===== config.mk =====
export PLATFORM = sky130hd
export DESIGN_NAME = display_scan_controller_flat
export DESIGN_NICKNAME = d
export VERILOG_FILES = /design/src/rtl/display_scan_if.sv /design/src/rtl/display_scan_controller.sv /design/src/flat_wrapper.sv
export SDC_FILE = /design/constraint.sdc
export NUM_CORES = 1
export LEC_CHECK = 0
export BUFFER_PORTS_ARGS = -buffer_cell sky130_fd_sc_hd__buf_2
export CORE_MARGIN = 8
export CORE_UTILIZATION = 55
export DETAILED_ROUTE_END_ITERATION = 8
export PLACE_DENSITY = 0.82
export SLEW_MARGIN = 10
export SYNTH_ARGS = -nofsm -noshare
export SYNTH_HDL_FRONTEND = slang
export SYNTH_SLANG_ARGS = --single-unit

===== constraint.sdc =====
create_clock -name clk -period 2.96 [get_ports clk]
set_input_delay 0.296 -clock clk [delete_from_list [all_inputs] [get_ports clk]]
set_output_delay 0.296 -clock clk [all_outputs]
set_load 0.02 [all_outputs]

===== src/rtl/display_scan_if.sv =====
// Handshake bundle between the display scan controller and its user.
// The controller uses the slave side; the user or bench uses the master side.
interface display_scan_if #(
   parameter int NUM_DIGITS = 4,
   parameter int BRIGHT_W   = 3
);
   localparam int DW = (NUM_DIGITS > 2) ? $clog2(NUM_DIGITS) : 1;

   logic                  en;
   logic [NUM_DIGITS-1:0] digit_en;
   logic [BRIGHT_W-1:0]   brightness;
   logic [NUM_DIGITS-1:0] anode;
   logic [DW-1:0]         digit_sel;
   logic                  slot_start;

   modport master (
      output en, digit_en, brightness,
      input  anode, digit_sel, slot_start
   );

   modport slave (
      input  en, digit_en, brightness,
      output anode, digit_sel, slot_start
   );
endinterface


===== src/rtl/display_scan_controller.sv =====
// Multiplexed 7-seg anode scanner with dead-time blanking,
// digit skipping and PWM brightness.
module display_scan_controller #(
   parameter int NUM_DIGITS  = 4,
   parameter int CLK_DIV     = 100000,
   parameter int DEAD_CYCLES = 1000,
   parameter int BRIGHT_W    = 3,
   parameter int ACTIVE_LOW  = 1
) (
   input  logic          clk,
   input  logic          rst_n,
   display_scan_if.slave bus
);
   localparam int DW    = (NUM_DIGITS > 2) ? $clog2(NUM_DIGITS) : 1;
   localparam int SW    = $clog2(CLK_DIV);
   localparam int PWRAP = (1 << BRIGHT_W) - 2;
   localparam logic [NUM_DIGITS-1:0] OFF =
      {NUM_DIGITS{ACTIVE_LOW != 0}};

   typedef enum logic [1:0] {IDLE, BLANK, DRIVE} state_t;

   state_t                state, state_n, first_st;
   logic [SW-1:0]         slot_cnt, slot_n;
   logic [BRIGHT_W-1:0]   pwm_cnt, pwm_n;
   logic [DW-1:0]         sel_n, low_idx, next_idx, cand;
   logic [NUM_DIGITS-1:0] anode_n;
   logic                  start_n, slot_end, found;

   assign slot_end = (slot_cnt == SW'(CLK_DIV - 1));
   assign first_st = (DEAD_CYCLES == 0) ? DRIVE : BLANK;

   // Enabled-digit search: lowest index, and next index with wrap.
   always_comb begin
      low_idx  = bus.digit_sel;
      next_idx = bus.digit_sel;
      cand     = '0;
      found    = 1'b0;
      for (int i = NUM_DIGITS - 1; i >= 0; i--) begin
         cand = DW'(i);
         if (bus.digit_en[cand]) low_idx = cand;
      end
      for (int k = 1; k <= NUM_DIGITS; k++) begin
         cand = DW'((int'(bus.digit_sel) + k) % NUM_DIGITS);
         if (!found && bus.digit_en[cand]) begin
            next_idx = cand;
            found    = 1'b1;
         end
      end
   end

   always_ff @(posedge clk or negedge rst_n) begin
      if (!rst_n) state <= IDLE;
      else        state <= state_n;
   end

   always_comb begin
      state_n = state;
      if (!bus.en) begin
         state_n = IDLE;
      end else begin
         case (state)
            IDLE:    state_n = first_st;
            default: begin
               if (slot_end)
                  state_n = first_st;
               else if (int'(slot_cnt) + 1 >= DEAD_CYCLES)
                  state_n = DRIVE;
               else
                  state_n = BLANK;
            end
         endcase
      end
   end

   // Next values of counters and registered outputs.
   always_comb begin
      slot_n  = '0;
      pwm_n   = '0;
      sel_n   = bus.digit_sel;
      start_n = 1'b0;
      if (bus.en) begin
         if (state == IDLE) begin
            start_n = 1'b1;
            sel_n   = low_idx;
         end else if (slot_end) begin
            start_n = 1'b1;
            sel_n   = next_idx;
         end else begin
            slot_n = slot_cnt + 1'b1;
            if (state == DRIVE)
               pwm_n = (pwm_cnt == BRIGHT_W'(PWRAP)) ?
                       '0 : pwm_cnt + 1'b1;
         end
      end
      anode_n = OFF;
      if (state_n == DRIVE && pwm_n < bus.brightness &&
          bus.digit_en[sel_n])
         anode_n = OFF ^ (NUM_DIGITS'(1) << sel_n);
   end

   always_ff @(posedge clk or negedge rst_n) begin
      if (!rst_n) begin
         slot_cnt       <= '0;
         pwm_cnt        <= '0;
         bus.digit_sel  <= '0;
         bus.slot_start <= 1'b0;
         bus.anode      <= OFF;
      end else begin
         slot_cnt       <= slot_n;
         pwm_cnt        <= pwm_n;
         bus.digit_sel  <= sel_n;
         bus.slot_start <= start_n;
         bus.anode      <= anode_n;
      end
   end
endmodule


===== src/flat_wrapper.sv =====
// flat-port wrapper written by rule: the top's interface ports become plain ports
module display_scan_controller_flat 
#(
   parameter int NUM_DIGITS  = 4,
   parameter int CLK_DIV     = 100000,
   parameter int DEAD_CYCLES = 1000,
   parameter int BRIGHT_W    = 3,
   parameter int ACTIVE_LOW  = 1
)
  (clk, rst_n, bus_en, bus_digit_en, bus_brightness, bus_anode, bus_digit_sel, bus_slot_start);
  display_scan_if #(.NUM_DIGITS(NUM_DIGITS), .BRIGHT_W(BRIGHT_W)) bus_i ();
  input  logic clk;
  input  logic rst_n;
  input wire logic [$bits(bus_i.en)-1:0] bus_en;
  input wire logic [$bits(bus_i.digit_en)-1:0] bus_digit_en;
  input wire logic [$bits(bus_i.brightness)-1:0] bus_brightness;
  output wire logic [$bits(bus_i.anode)-1:0] bus_anode;
  output wire logic [$bits(bus_i.digit_sel)-1:0] bus_digit_sel;
  output wire logic [$bits(bus_i.slot_start)-1:0] bus_slot_start;
  assign bus_i.en = bus_en;
  assign bus_i.digit_en = bus_digit_en;
  assign bus_i.brightness = bus_brightness;
  assign bus_anode = bus_i.anode;
  assign bus_digit_sel = bus_i.digit_sel;
  assign bus_slot_start = bus_i.slot_start;
  display_scan_controller #(.NUM_DIGITS(NUM_DIGITS), .CLK_DIV(CLK_DIV), .DEAD_CYCLES(DEAD_CYCLES), .BRIGHT_W(BRIGHT_W), .ACTIVE_LOW(ACTIVE_LOW)) u_core (.clk(clk), .rst_n(rst_n), .bus(bus_i));
endmodule

# ---- After elaboration in Yosys (flattened, before gate mapping)
# Index checks and enable logic that the tools add are counted.
dict set report word_totals {
  register_bits 29
  out_inout_bits 7
}
dict set report classes {
  n_addsub 7
  n_lt_le_gt_ge 7
  eq_ne 4
  n_shift 1
  n_mux 40
  bitwise 1
  reduce_logical 9
}
# cell count
set op_table {}
lappend op_table {{$mux W17} 3}
lappend op_table {{$ge A32 B11 Y1 const B} 1}
lappend op_table {{$mux W2} 15}
lappend op_table {{$add A17 B1 Y18 const B} 1}
lappend op_table {{$add A17 B1 Y17 const B} 1}
lappend op_table {{$eq A17 B17 Y1 const B} 1}
lappend op_table {{$lt A2 B3 Y1 const B} 5}
lappend op_table {{$mux W3} 5}
lappend op_table {{$mux W1} 11}
lappend op_table {{$bmux W1 S2} 5}
lappend op_table {{$logic_and A1 B1 Y1} 5}
lappend op_table {{$add A2 B1 Y2 const B} 2}
lappend op_table {{$add A2 B2 Y2 const B} 2}
lappend op_table {{$eq A2 B2 Y1 const B} 2}
lappend op_table {{$mux W4} 1}
lappend op_table {{$not A4 Y4} 1}
lappend op_table {{$shl A1 B2 Y4 const A} 1}
lappend op_table {{$add A3 B1 Y3 const B} 1}
lappend op_table {{$eq A3 B3 Y1 const B} 1}
lappend op_table {{$logic_not A1 Y1} 3}
lappend op_table {{$lt A3 B3 Y1} 1}
lappend op_table {{$logic_not A2 Y1} 1}

# ---- Longest topological paths before layout
dict set report depth {
  depth_word 20
  depth_mapped 11
}

# ---- Worst setup path after synthesis
# No wires, ideal clock.
dict set report synth_timing {
  path_type {register -> register}
  from {reg u_core.slot_cnt[13]}
  to {reg u_core.bus.anode[0]}
  setup_ps 103
  t_arrival_ps 2396
  setup_slack_ps 462
  path_stages_with_launch 11
  path_buffers 1
  period_less_slack_ps 2498
  cell_sequence {dfrtp_1 -> clkbuf_1 -> or4b_1 -> nor4_4 -> or2_2 -> a21oi_1 -> ha_1 -> o21ai_0 -> a21oi_1 -> a211oi_1 -> nand4b_1}
}
# element line
set synth_lines {}
lappend synth_lines {{start: declaration} display_scan_controller.sv:23} ;# logic [SW-1:0] slot_cnt, slot_n;
lappend synth_lines {{start signal: assignment} display_scan_controller.sv:109} ;# slot_cnt <= slot_n;
lappend synth_lines {{$eq A17 B17 Y1} display_scan_controller.sv:29} ;# assign slot_end = (slot_cnt == SW'(CLK_DIV - 1));
lappend synth_lines {{$mux W3} display_scan_controller.sv:85} ;# end else if (slot_end) begin
lappend synth_lines {{$mux W3} display_scan_controller.sv:82} ;# if (state == IDLE) begin
lappend synth_lines {{$mux W3} display_scan_controller.sv:81} ;# if (bus.en) begin
lappend synth_lines {{named net u_core.pwm_n[2]} display_scan_controller.sv:24} ;# logic [BRIGHT_W-1:0] pwm_cnt, pwm_n;
lappend synth_lines {{$lt A3 B3 Y1} display_scan_controller.sv:96} ;# if (state_n == DRIVE && pwm_n < bus.brightness &&
lappend synth_lines {{$logic_and A1 B1 Y1 (2 in series)} display_scan_controller.sv:96}
lappend synth_lines {{$mux W4} display_scan_controller.sv:96}
lappend synth_lines {{named net u_core.anode_n[0]} display_scan_controller.sv:26} ;# logic [NUM_DIGITS-1:0] anode_n;
lappend synth_lines {{end signal: assignment} display_scan_controller.sv:113} ;# bus.anode <= anode_n;
lappend synth_lines {{end: declaration} display_scan_if.sv:23} ;# output anode, digit_sel, slot_start
# The timed path passes the listed nets, and every way through them passes these cells. The select of a mux whose other input is x is not followed.

# ---- Final worst setup path
dict set report layout_timing {
  from {reg u_core.slot_cnt[6]}
  to {reg u_core.bus.anode[0]}
}
# Same word-level chain as after synthesis.

==> reports/qor.csv <==
metric,value,unit
relSlewSlack,0.580,
crit_buf_inv,0,
dieArea,5460,um^2
ir_drop,0.000410,V
syn-num-nets,217,
crit_required,3200,ps
crit_arrival,2790,ps
nNetsFinal,236,
synth-edff-count,0,
drc_errors,0,
critPathTopFamily,simple AND/OR/NAND/NOR gates,
met3_usage,0.0491,
grt_usage,0.165,
start_kind,flop,
cp-end-kind,flop,
worst-slew-pin-transition,629,ps
register_area,731,um^2
total_power,919,uW
final_area,2080,um^2
start_util,0.561,
grt_pass1_vias,1502,
synth-main-ff-cell,dfrtp_1,
cts_buffer_depth,2,
die_w,73.9,um
setup_viol,0,
hpwl,2790,um
power_density,441,nW/um^2
syn_area_per_cell,9.08,um^2
grt_pass1_wl,6880,um
overflow,0,
syn_inst,203,
clkTransAtPathRegs,90,ps
hold_class,in2reg,
clkLatencyLatePin,330,ps
leakagePower,0.000880,uW
setup-tns-final,0,ps
ys_types,51,
cap_violations,0,
rows,21,
cp_cell_sequence,"nor4b_1, nand3_1, nor4_4, nor4_1, ha_1, nor2b_1, o21ai_0, a211oi_2, nand4b_1",
antenna_found_initial,0,
seq_area_frac_synth,0.396,
period_share,0.862,
layout_setup_ws,409,ps
cts.sinks,29,
fill_cells,311,
yosysWarnings,0,
htree_levels,2,
io_pins,17,
drt_pass1_iterations,4,
drt_iter0_markers,71,
cts_buffers,5,
placed_area,1970,um^2
max_stage_delay,460,ps
post_drt_wl_per_cell,14.2,um
final_hold_viol_count,0,
gr-usage-met1,0.210,
antenna_cells,0,
antenna_left,0,
grt.busiest_layer,met2,
multiInputGateArea,1040,um^2
cts_root_buffer,clkbuf_4,
ys_async_sr_fraction,1.00,
grt_use_met2,0.248,
drt_wl_total,3830,um
worstSetupPathType,reg2reg,
vias,1542,
drive_gt1_frac,0.202,
vias_per_cell,5.73,
globalplace.congestion,0.897,
synth-seq-cells,29,
area_growth,13.0,%
syn_area,1840,um^2
cp_slowest_cell,dfrtp_1,
rsz0062_at_grt,no,
cts_tree,yes,
finalMaxSlewViolations,0,
grt_max_degree,30,
io_buffers,16,
crit_fanout,6,
period_minus_slack,2550,ps
status,finished clean,
skew,6.26,ps
dpl_worst_slack,245,ps
post_cts_buffers,0,
fmax,0.392,GHz
coreArea,3280,um^2
die_h,73.9,um
[path summary, 6_finish.rpt]
kind                                               from                               to  slack, ps  depth (start not counted)
setup / recovery           u_core.slot_cnt[6]$_DFF_PN0_    u_core.bus.anode[0]$_DFF_PN1_        410                          9
hold / removal                                   bus_en  u_core.bus.slot_start$_DFF_PN0_        280                          2
setup reg to reg           u_core.slot_cnt[6]$_DFF_PN0_    u_core.bus.anode[0]$_DFF_PN1_        410                          9
hold reg to reg            u_core.slot_cnt[0]$_DFF_PN0_     u_core.slot_cnt[0]$_DFF_PN0_        520                          1
max in group asynchronous                         rst_n     u_core.slot_cnt[6]$_DFF_PN0_       2040                          2
min in group asynchronous                         rst_n      u_core.pwm_cnt[0]$_DFF_PN0_        510                          2
[routing by layer]
metal / part of all wire / vias up
met4: 0.011 / 0
met3: 0.059 / 4
met2: 0.47 / 50
li1: - / 766
met1: 0.46 / 722
met5: 0 / -
[where the power goes]
part | leakage, uW | internal [uW] | switching, uW
sequential | 0.000383 | 404 | 15.0
combinational | 0.000442 | 37.5 | 61.9
clock | 0.0000552 | 261 | 139
total | 0.000880 | 703 | 216
[cell usage after synthesis, drive strengths merged (2+ instances only)]
cell / number / area [um^2]
o211ai: 2 / 15.0
nor2: 27 / 101
nand2: 16 / 60.1
a21oi: 9 / 45.0
inv: 9 / 33.8
xor2: 7 / 61.3
a21boi: 2 / 18.8
nand3: 11 / 72.6
or2: 2 / 12.5
nand4b: 2 / 17.5
nor3: 7 / 40.0
nand4: 7 / 50.1
and3b: 2 / 17.5
dfstp: 4 / 105
a31oi: 4 / 25.0
a21o: 2 / 15.0
nand3b: 4 / 30.0
dfrtp: 25 / 626
buf: 4 / 26.3
o21ai: 4 / 20.0
nor2b: 4 / 32.5
or4: 2 / 15.0
clkbuf: 5 / 18.8
nor4: 4 / 55.1
a211oi: 4 / 30.0
ha: 4 / 50.1
and3: 4 / 25.0
xnor2: 11 / 96.3
[sequential cells by signal (all words and copies together), names as in the netlist]
| signal | count |
|---|---|
| u_core.state | 2 |
| u_core.bus.digit_sel | 2 |
| u_core.bus.anode | 4 |
| u_core.bus.slot_start | 1 |
| u_core.slot_cnt | 17 |
| u_core.pwm_cnt | 3 |
[logic make-up after synthesis]
family / synth area share
and+or+nand+nor: 0.308
adders and majority gates: 0.0272
DFF: 0.396
xor gates and xnor gates: 0.0855
buffers and inverters: 0.0428
AOI/OAI and AO/OA: 0.134
muxes: 0.00611
[final cells by class]
type | instances | share of cell area
inverter | 9 | 0.0162
clock buffer | 5 | 0.0180
multi-input combinational | 156 | 0.498
clock inverter | 3 | 0.0312
tap | 46 | 0.0276
timing repair buffer | 21 | 0.0577
sequential | 29 | 0.351
[placed cells by master (no fill, tap or decap), types with 5 or more instances in the layout]
cell type | netlist | routed
nor3_1 | 6 | 6
nand2_1 | 16 | 16
nor2_1 | 27 | 27
nand3_1 | 9 | 9
inv_1 | 9 | 9
buf_2 | 3 | 16
xnor2_1 | 11 | 11
dfrtp_1 | 25 | 25
xor2_1 | 7 | 7
nand4_1 | 6 | 6
clkbuf_4 | 0 | 5
a21oi_1 | 9 | 9
[through the flow]
stage | cells | hold slack (ps) | util
2_1_floorplan | 203 | 0.409 | -
3_3_place_gp | 260 | 352 | 0.598
6_report | 269 | 282 | 0.634
5_1_grt | 269 | 278 | 0.634
3_5_place_dp | 260 | 354 | 0.598
4_1_cts | 269 | 259 | 0.633
[timing repair]
item / CTS / global route
resized for setup: 0 / 1
hold endpoints to repair: 25 / 0
hold buffers: 1 / 0
endpoints found under the setup margin: 0 / 3
Power figures use the tool's default switching activity.
